**src/rtl/apb_master_arbiter_pkg.sv**
```systemverilog
// apb_master_arbiter_pkg: shared types, APB phase encodings and round-robin helpers
package apb_master_arbiter_pkg;
    localparam int DEF_ADDR_W = 32;
    localparam int DEF_DATA_W = 32;
    typedef enum logic [1:0] {IDLE, SETUP, ACCESS} state_t;
    typedef struct packed {
        logic psel;
        logic penable;
    } apb_phase_t;
    localparam apb_phase_t PH_IDLE   = '{psel: 1'b0, penable: 1'b0};
    localparam apb_phase_t PH_SETUP  = '{psel: 1'b1, penable: 1'b0};
    localparam apb_phase_t PH_ACCESS = '{psel: 1'b1, penable: 1'b1};
    function automatic int rr_wrap(int s, int n);
        return s >= n ? s - n : s;
    endfunction
    function automatic int rr_next(int g, int n);
        return rr_wrap(g + 1, n);
    endfunction
endpackage

```
**src/rtl/apb_master_arbiter_if.sv**
```systemverilog
// apb_master_arbiter_if: APB bus between the arbiter (master) and one slave
interface apb_master_arbiter_if
    import apb_master_arbiter_pkg::*;
#(
    parameter int ADDR_W = DEF_ADDR_W,
    parameter int DATA_W = DEF_DATA_W
);
    logic              PSEL;
    logic              PENABLE;
    logic              PWRITE;
    logic [ADDR_W-1:0] PADDR;
    logic [DATA_W-1:0] PWDATA;
    logic [DATA_W-1:0] PRDATA;
    logic              PREADY;
    modport master (output PSEL, PENABLE, PWRITE, PADDR, PWDATA, input PRDATA, PREADY);
    modport slave  (input PSEL, PENABLE, PWRITE, PADDR, PWDATA, output PRDATA, PREADY);
endinterface

```
**src/rtl/apb_master_arbiter_rr_arbiter.sv**
```systemverilog
// rr_arbiter: combinational round-robin pick of the first request at or after ptr
module rr_arbiter
    import apb_master_arbiter_pkg::*;
#(
    parameter int NUM_REQ = 2
) (
    input  logic [NUM_REQ-1:0]         req,
    input  logic [$clog2(NUM_REQ)-1:0] ptr,
    output logic [NUM_REQ-1:0]         gnt,
    output logic [$clog2(NUM_REQ)-1:0] idx,
    output logic                       any
);
    localparam int IDX_W = $clog2(NUM_REQ);
    // scan offsets from farthest to nearest so the nearest set request wins
    always_comb begin
        idx = '0;
        any = 1'b0;
        for (int k = NUM_REQ - 1; k >= 0; k--)
            if (req[IDX_W'(rr_wrap(int'(ptr) + k, NUM_REQ))]) begin
                idx = IDX_W'(rr_wrap(int'(ptr) + k, NUM_REQ));
                any = 1'b1;
            end
        gnt = any ? NUM_REQ'(1) << idx : '0;
    end
endmodule

```
**src/rtl/apb_master_arbiter.sv**
```systemverilog
// apb_master_arbiter: round-robin sharing of one APB master port among NUM_REQ requesters
module apb_master_arbiter
    import apb_master_arbiter_pkg::*;
#(
    parameter int NUM_REQ = 2,
    parameter int ADDR_W  = DEF_ADDR_W,
    parameter int DATA_W  = DEF_DATA_W,
    parameter int TIMEOUT = 16
) (
    input  logic                      PCLK,
    input  logic                      PRESET,
    input  logic [NUM_REQ-1:0]        req_valid,
    input  logic [NUM_REQ-1:0]        req_write,
    input  logic [NUM_REQ*ADDR_W-1:0] req_addr,
    input  logic [NUM_REQ*DATA_W-1:0] req_wdata,
    output logic [NUM_REQ-1:0]        req_ready,
    output logic [NUM_REQ-1:0]        rsp_valid,
    output logic [DATA_W-1:0]         rsp_rdata,
    output logic                      rsp_err,
    apb_master_arbiter_if.master      apb
);
    localparam int IDX_W = $clog2(NUM_REQ);
    localparam int CNT_W = TIMEOUT > 1 ? $clog2(TIMEOUT) : 1;
    state_t             state, state_n;
    apb_phase_t         ph_n;
    logic [IDX_W-1:0]   gidx, gidx_n, ptr, ptr_n, win_idx;
    logic [NUM_REQ-1:0] win_gnt, rsp_valid_n;
    logic               win_any, pwrite_n, rsp_err_n;
    logic [CNT_W-1:0]   cnt, cnt_n;
    logic [ADDR_W-1:0]  paddr_n;
    logic [DATA_W-1:0]  pwdata_n, rsp_rdata_n;

    rr_arbiter #(.NUM_REQ(NUM_REQ)) u_rr (
        .req(req_valid), .ptr(ptr), .gnt(win_gnt), .idx(win_idx), .any(win_any)
    );

    assign req_ready = (state == IDLE && !PRESET) ? win_gnt : '0;

    // next state, latched request and registered APB/response outputs
    always_comb begin
        state_n     = state;
        gidx_n      = gidx;
        ptr_n       = ptr;
        cnt_n       = '0;
        ph_n        = PH_IDLE;
        pwrite_n    = apb.PWRITE;
        paddr_n     = apb.PADDR;
        pwdata_n    = apb.PWDATA;
        rsp_valid_n = '0;
        rsp_rdata_n = '0;
        rsp_err_n   = 1'b0;
        case (state)
            IDLE: if (win_any) begin
                state_n  = SETUP;
                gidx_n   = win_idx;
                ptr_n    = IDX_W'(rr_next(int'(win_idx), NUM_REQ));
                ph_n     = PH_SETUP;
                pwrite_n = req_write[win_idx];
                paddr_n  = req_addr[win_idx*ADDR_W +: ADDR_W];
                pwdata_n = req_wdata[win_idx*DATA_W +: DATA_W];
            end
            SETUP: begin
                state_n = ACCESS;
                ph_n    = PH_ACCESS;
            end
            ACCESS: if (apb.PREADY) begin
                state_n           = IDLE;
                rsp_valid_n[gidx] = 1'b1;
                rsp_rdata_n       = apb.PWRITE ? '0 : apb.PRDATA;
            end else if (cnt == CNT_W'(TIMEOUT - 1)) begin
                state_n           = IDLE;
                rsp_valid_n[gidx] = 1'b1;
                rsp_err_n         = 1'b1;
            end else begin
                cnt_n = cnt + 1'b1;
                ph_n  = PH_ACCESS;
            end
            default: state_n = IDLE;
        endcase
    end

    // state and output registers; reset aborts any in-flight transfer silently
    always_ff @(posedge PCLK or posedge PRESET)
        if (PRESET) begin
            state       <= IDLE;
            gidx        <= '0;
            ptr         <= '0;
            cnt         <= '0;
            apb.PSEL    <= 1'b0;
            apb.PENABLE <= 1'b0;
            apb.PWRITE  <= 1'b0;
            apb.PADDR   <= '0;
            apb.PWDATA  <= '0;
            rsp_valid   <= '0;
            rsp_rdata   <= '0;
            rsp_err     <= 1'b0;
        end else begin
            state       <= state_n;
            gidx        <= gidx_n;
            ptr         <= ptr_n;
            cnt         <= cnt_n;
            apb.PSEL    <= ph_n.psel;
            apb.PENABLE <= ph_n.penable;
            apb.PWRITE  <= pwrite_n;
            apb.PADDR   <= paddr_n;
            apb.PWDATA  <= pwdata_n;
            rsp_valid   <= rsp_valid_n;
            rsp_rdata   <= rsp_rdata_n;
            rsp_err     <= rsp_err_n;
        end
endmodule

```
**src/flat_wrapper.sv**
```systemverilog
// flat-port wrapper written by rule: the top's interface ports become plain ports
module apb_master_arbiter_flat import apb_master_arbiter_pkg::*;
#(
    parameter int NUM_REQ = 2,
    parameter int ADDR_W  = DEF_ADDR_W,
    parameter int DATA_W  = DEF_DATA_W,
    parameter int TIMEOUT = 16
)
  (PCLK, PRESET, req_valid, req_write, req_addr, req_wdata, req_ready, rsp_valid, rsp_rdata, rsp_err, apb_PSEL, apb_PENABLE, apb_PWRITE, apb_PADDR, apb_PWDATA, apb_PRDATA, apb_PREADY);
  apb_master_arbiter_if #(.ADDR_W(ADDR_W), .DATA_W(DATA_W)) apb_i ();
  input  logic PCLK;
  input  logic PRESET;
  input  logic [NUM_REQ-1:0] req_valid;
  input  logic [NUM_REQ-1:0] req_write;
  input  logic [NUM_REQ*ADDR_W-1:0] req_addr;
  input  logic [NUM_REQ*DATA_W-1:0] req_wdata;
  output logic [NUM_REQ-1:0] req_ready;
  output logic [NUM_REQ-1:0] rsp_valid;
  output logic [DATA_W-1:0] rsp_rdata;
  output logic rsp_err;
  output wire logic [$bits(apb_i.PSEL)-1:0] apb_PSEL;
  output wire logic [$bits(apb_i.PENABLE)-1:0] apb_PENABLE;
  output wire logic [$bits(apb_i.PWRITE)-1:0] apb_PWRITE;
  output wire logic [$bits(apb_i.PADDR)-1:0] apb_PADDR;
  output wire logic [$bits(apb_i.PWDATA)-1:0] apb_PWDATA;
  input wire logic [$bits(apb_i.PRDATA)-1:0] apb_PRDATA;
  input wire logic [$bits(apb_i.PREADY)-1:0] apb_PREADY;
  assign apb_PSEL = apb_i.PSEL;
  assign apb_PENABLE = apb_i.PENABLE;
  assign apb_PWRITE = apb_i.PWRITE;
  assign apb_PADDR = apb_i.PADDR;
  assign apb_PWDATA = apb_i.PWDATA;
  assign apb_i.PRDATA = apb_PRDATA;
  assign apb_i.PREADY = apb_PREADY;
  apb_master_arbiter #(.NUM_REQ(NUM_REQ), .ADDR_W(ADDR_W), .DATA_W(DATA_W), .TIMEOUT(TIMEOUT)) u_core (.PCLK(PCLK), .PRESET(PRESET), .req_valid(req_valid), .req_write(req_write), .req_addr(req_addr), .req_wdata(req_wdata), .req_ready(req_ready), .rsp_valid(rsp_valid), .rsp_rdata(rsp_rdata), .rsp_err(rsp_err), .apb(apb_i));
endmodule
```
**config.mk**
```make
export PLATFORM = sky130hd
export DESIGN_NAME = apb_master_arbiter_flat
export DESIGN_NICKNAME = d
export VERILOG_FILES = /design/src/rtl/apb_master_arbiter_pkg.sv /design/src/rtl/apb_master_arbiter_if.sv /design/src/rtl/apb_master_arbiter_rr_arbiter.sv /design/src/rtl/apb_master_arbiter.sv /design/src/flat_wrapper.sv
export SDC_FILE = /design/constraint.sdc
export NUM_CORES = 1
export LEC_CHECK = 0
export BUFFER_PORTS_ARGS = -buffer_cell sky130_fd_sc_hd__buf_2
export CAP_MARGIN = 25
export CORE_AREA = 5 5 116 118
export DETAILED_ROUTE_END_ITERATION = 6
export DIE_AREA = 0 0 121 123
export GPL_ROUTABILITY_DRIVEN = 0
export GPL_TIMING_DRIVEN = 0
export PLACE_DENSITY = 0.79
export RECOVER_POWER = 50
export SETUP_SLACK_MARGIN = 0.05
export SKIP_CTS_REPAIR_TIMING = 1
export SYNTH_ARGS = -nofsm -noshare
export SYNTH_HDL_FRONTEND = slang
export SYNTH_SLANG_ARGS = --single-unit
```
**constraint.sdc**
```tcl
create_clock -name PCLK -period 3.3 [get_ports PCLK]
set_input_delay 0.33 -clock PCLK [delete_from_list [all_inputs] [get_ports PCLK]]
set_output_delay 0.33 -clock PCLK [all_outputs]
set_load 0.02 [all_outputs]
```
# Yosys cells after proc, flatten, opt, wreduce, memory -nomap -nowiden
# Cells that the tools add are included.
[op_classes]
n_addsub = 6
n_lt_le_gt_ge = 8
eq_ne = 5
shifts = 3
muxes = 37
reduce_logical = 6
[op_table]
columns = ["operator", "count"]
rows = [
  ["64-bit by 7-bit variable part select with 32-bit output", 2],
  ["32-bit 2-to-1 mux", 3],
  ["2-bit 2-to-1 mux", 11],
  ["1-bit 2-to-1 mux", 17],
  ["4-bit 2-to-1 mux", 3],
  ["2-bit case mux with 3 select lines", 2],
  ["1-bit by 3-bit < comparator with 1-bit output (second input constant)", 2],
  ["1-bit by 1-bit adder with 2-bit output (second input constant)", 2],
  ["4-bit by 1-bit adder with 4-bit output (second input constant)", 1],
  ["4-bit equality test (second input constant)", 1],
  ["2-bit greater-or-equal comparator (second input constant)", 2],
  ["1-bit by 2-bit < comparator with 1-bit output (second input constant)", 2],
  ["2-bit AND reduction", 2],
  ["3-bit by 2-bit inequality test with 1-bit output (second input constant)", 1],
  ["1-bit subtractor (second input constant)", 3],
  ["2-bit by 1-bit equality test with 1-bit output (second input constant)", 1],
  ["2-bit equality test (second input constant)", 1],
  ["1-bit by 2-bit greater-or-equal comparator with 1-bit output (second input constant)", 1],
  ["1-bit logical AND", 2],
  ["2-bit logical NOT", 1],
  ["2-bit inequality test (second input constant)", 1],
  ["1-bit by 1-bit << shifter with 2-bit output (first input constant)", 1],
  ["1-bit demux with 1-bit select", 1],
  ["1-bit greater-or-equal comparator (second input constant)", 1],
  ["1-bit logical NOT", 1],
]
[totals]
ff_bits = 110
input_bits = 167

# Logic depth before layout (Yosys ltp)
[depth]
depth_word = 11
ltp_mapped = 5

# By module
# A second synthesis with hierarchy kept.
[hier_totals]
cells_unflattened = 324
area_unflattened_um2 = 4964.8
[modules_own_cells]
columns = ["mod", "instances", "cells_per_inst", "area_per_inst_um2"]
rows = [
  ["apb_master_arbiter", 1, 320, 4933.5],
  ["rr_arbiter", 1, 4, 31.3],
]

# Worst setup path before layout
# OpenSTA, ideal clock, no wires.
[synth_timing]
path_type = "in2out"
startpoint = "in PRESET"
endpoint = "out req_ready[1]"
arrival_time_ns = 3.160
required_ns = 2.970
setup_slack_ns = -0.190
path_stages = 2
path_buffers = 0
cell_sequence = "inv_1 -> and3_1"
[synth_via]
elab_chain_cells = 3
[synth_lines]
columns = ["item", "line_no", "source"]
rows = [
  ["start: declaration", "flat_wrapper.sv:12", "input logic PRESET;"],
  ["1-bit logical NOT", "apb_master_arbiter.sv:37", "assign req_ready = (state == IDLE && !PRESET) ? win_gnt : '0;"],
  ["1-bit logical AND", "apb_master_arbiter.sv:37", ""],
  ["2-bit 2-to-1 mux", "apb_master_arbiter.sv:37", ""],
  ["end: declaration", "flat_wrapper.sv:17", "output logic [NUM_REQ-1:0] req_ready;"],
]
# No other way between the ends.

# Worst setup path in the final report
[layout_timing]
startpoint = "reg u_core.state[1]"
endpoint = "out req_ready[0]"
[layout_via]
elab_chain_cells = 3
[layout_lines]
columns = ["item", "line_no", "source"]
rows = [
  ["start: declaration", "apb_master_arbiter.sv:24", "state_t state, state_n;"],
  ["start signal: assignment", "apb_master_arbiter.sv:98", "state <= state_n;"],
  ["2-bit logical NOT", "apb_master_arbiter.sv:37", ""],
  ["1-bit logical AND", "apb_master_arbiter.sv:37", ""],
  ["2-bit 2-to-1 mux", "apb_master_arbiter.sv:37", ""],
]
# No other way between the ends.

==> impl_results.md <==
* Status: finished, violations left
* Violated checks: capacitance limit, slew limit
* Cell Pwr Density at 889 nW/um2
* Unrepaired setup endpoints after global routing: no
* Chip height at 123 um
* Maximum VDD drop at 0.000319 V
* Final Setup Violations at 0
* Filler cells at 1058
* Fin crit share at 73.6%
* Crit path kind: reg -> out
* Max clock buf depth at 2
* Remaining DRCs at 0
* Seq/Total Area, Yosys at 57.4%
* Drt via density at 4.55
* Share of cells above drive strength 1 at 62.4%
* Initial Util at 38.8%
* Reg area at 2750 um2
* TritonRoute pass-1 iters at 4
* Most frequent cells in the layout: 224 x buf_2, 119 x mux2_2, 110 x dfrtp_1, 55 x clkbuf_1, 31 x and2_1
* Critical path arrival at 2100 ps
* Slew HR at -18.9%
* Netlist cell types at 26
* Highest Clock Rate at 0.412 GHz
* Syn. warnings at 0
* Clock latency at the later pin of the worst-skew pair at 340 ps
* Syn Inst Count at 319
* Vias at 3537
* Placed cell count at 762
* Wire length per cell at 15.8 um
* Largest net degree at the start of global routing at 46
* CTS tree: done
* Synth Cell Area at 4800 um2
* Htree depth at 3
* Worst setup SP type: register
* Vias in the first global route at 3767
* 1st-iter DRT viols at 111
* Worst slew pin tran at 1780 ps
* First-pass GRT wire length at 18900 um
* Max-slew violation count at 36
* Antenna violations before repair at 0
* Die area at 14900 um2
* # port buffers at 269
* DRT Wirelength at 12300 um
* Antenna Violating Nets Remaining at 0
* Root Driver: clkbuf_16
* Overall power at 5900 uW
* Fin crit period at 2430 ps
* Worst-path fanout max at 10
* Commonest non-fill, non-tap cell in the layout: buf_2
* Core Region at 12400 um2
* CTS Buf Count at 9
* Syn avg cell area at 15.0 um2
* Chip width at 121 um
* FF+latch count, synth at 110
* FF-to-FF Start: u_core.state[1]$_DFFE_PP0P_
* Leak at 0.00325 uW
* NumNets Final at 769
* Antenna cells at 0
* Final Hold Viols at 0
* All-Layer GR Usage at 16.0%
* CP Capture Type: output port
* Final Cell Area at 6640 um2
* Ports at 271
* Clock transition at path regs at 70 ps
* Non-Filler Instances at 778
* DPL Wire Length at 9930 um
* P&R area growth vs syn at 38.4%
* TritonCTS Sinks at 110
* Max_cap viols at 1
* CP required at 2970 ps
* Fin Clk Skew at 9.56 ps
* GR Overflow Total at 0
* CP startpoint: u_core.state[1]$_DFFE_PP0P_
* Post-Syn Nets at 487
* Multi-input gate area at 1880 um2
* Setup TNS Final at 0 ps
* Placed cell area at 6400 um2
* # rows at 41
* Hold Crit Class: in -> async
-- layout make-up --
class                      instances  share of cell area (%)
clock buffer                      12                    4.01
sequential                       110                    41.4
clock inverter                     4                   0.791
inverter                           3                   0.226
buffer                            19                    2.32
timing repair buffer             271                    19.7
multi-input combinational        187                    28.3
tap                              172                    3.24
-- state kept, by name, summed over array words and instances (netlist names) --
signal	flops
u_core.rsp_rdata	32
u_core.gidx	1
u_core.rsp_valid	2
u_core.cnt	4
u_core.apb.PADDR	32
u_core.apb.PWRITE	1
u_core.apb.PENABLE	1
u_core.state	2
u_core.rsp_err	1
u_core.apb.PWDATA	32
u_core.apb.PSEL	1
u_core.ptr	1
-- metrics by stage --
step           hold slack [ps]  setup WS, ps  util (%)
2_1_floorplan              419           462         -
3_3_place_gp               446          -293      51.5
3_5_place_dp               464          1040      51.8
4_1_cts                    130           814      54.4
5_1_grt                    184           401      53.7
6_report                   117           871      53.7
-- power by group --
group          internal, uW  switching [uW]
sequential             1840             261
clock                   654             478
combinational          1260            1410
-- cell usage after synthesis --
cell type  count  area (um2)
a311oi_1       1        8.76
and3_1         2        12.5
dfrtp_1      110        2750
and2_1        32         200
mux2_1         6        67.6
nor3b_4        1        18.8
buf_2          6        30.0
inv_1          3        11.3
a21o_1         1        7.51
and4bb_2       1        12.5
mux2_2       119        1340
xnor2_1        1        8.76
nor3b_1        1        7.51
a31oi_1        2        12.5
xor2_1         1        8.76
mux2_4         6        90.1
nor4bb_1       1        10.0
o22ai_1        3        18.8
ha_1           1        12.5
buf_6         10         113
nor2_1         4        15.0
nor3_1         1        5.00
or3b_1         1        8.76
nor4b_1        1        8.76
clkbuf_1       3        11.3
nand3_1        1        5.00
-- layer usage --
layer | GRT usage (%) | wire (um) | up-vias
li1 | - | - | 1680
met1 | 18.6 | 4600 | 1677
met2 | 28.4 | 6320 | 167
met3 | 4.71 | 1180 | 13
met4 | 4.89 | 153 | 0
met5 | 0 | 0 | -
-- worst paths after layout --
kind,endpoint,slack [ps],cells past startpoint
min reg2reg,u_core.rsp_valid[0]$_DFF_PP0_,460,1
max in group asynchronous,u_core.apb.PADDR[14]$_DFFE_PP0P_,1120,3
min,u_core.apb.PADDR[3]$_DFFE_PP0P_,120,2
max,req_ready[0],870,4
max reg2reg,u_core.apb.PWDATA[7]$_DFFE_PP0P_,1460,3
min in group PCLK,u_core.rsp_rdata[21]$_DFF_PP0_,190,2
-- worst max-delay path, cell delays in order (launching register included) --
cell and delay [ps]:
dfrtp_1 460, nor3b_4 630, buf_6 250, nor3b_1 210
buf_2 200
-- kinds of logic (layout without fill, tap and decap cells) --
| group | after synthesis | in the layout | share of synthesized area [%] |
|---|---|---|---|
| XOR/XNOR | 2 | 2 | 0.365 |
| buffers and inverters | 22 | 309 | 3.44 |
| flip-flops | 110 | 110 | 57.4 |
| AND/OR/NAND/NOR | 46 | 46 | 6.34 |
| adder cells (fa/ha/maj) | 1 | 1 | 0.261 |
| AO/OA/AOI/OAI | 7 | 7 | 0.991 |
| multiplexers | 131 | 131 | 31.2 |
No activity file was read; power rests on OpenSTA's default activity.
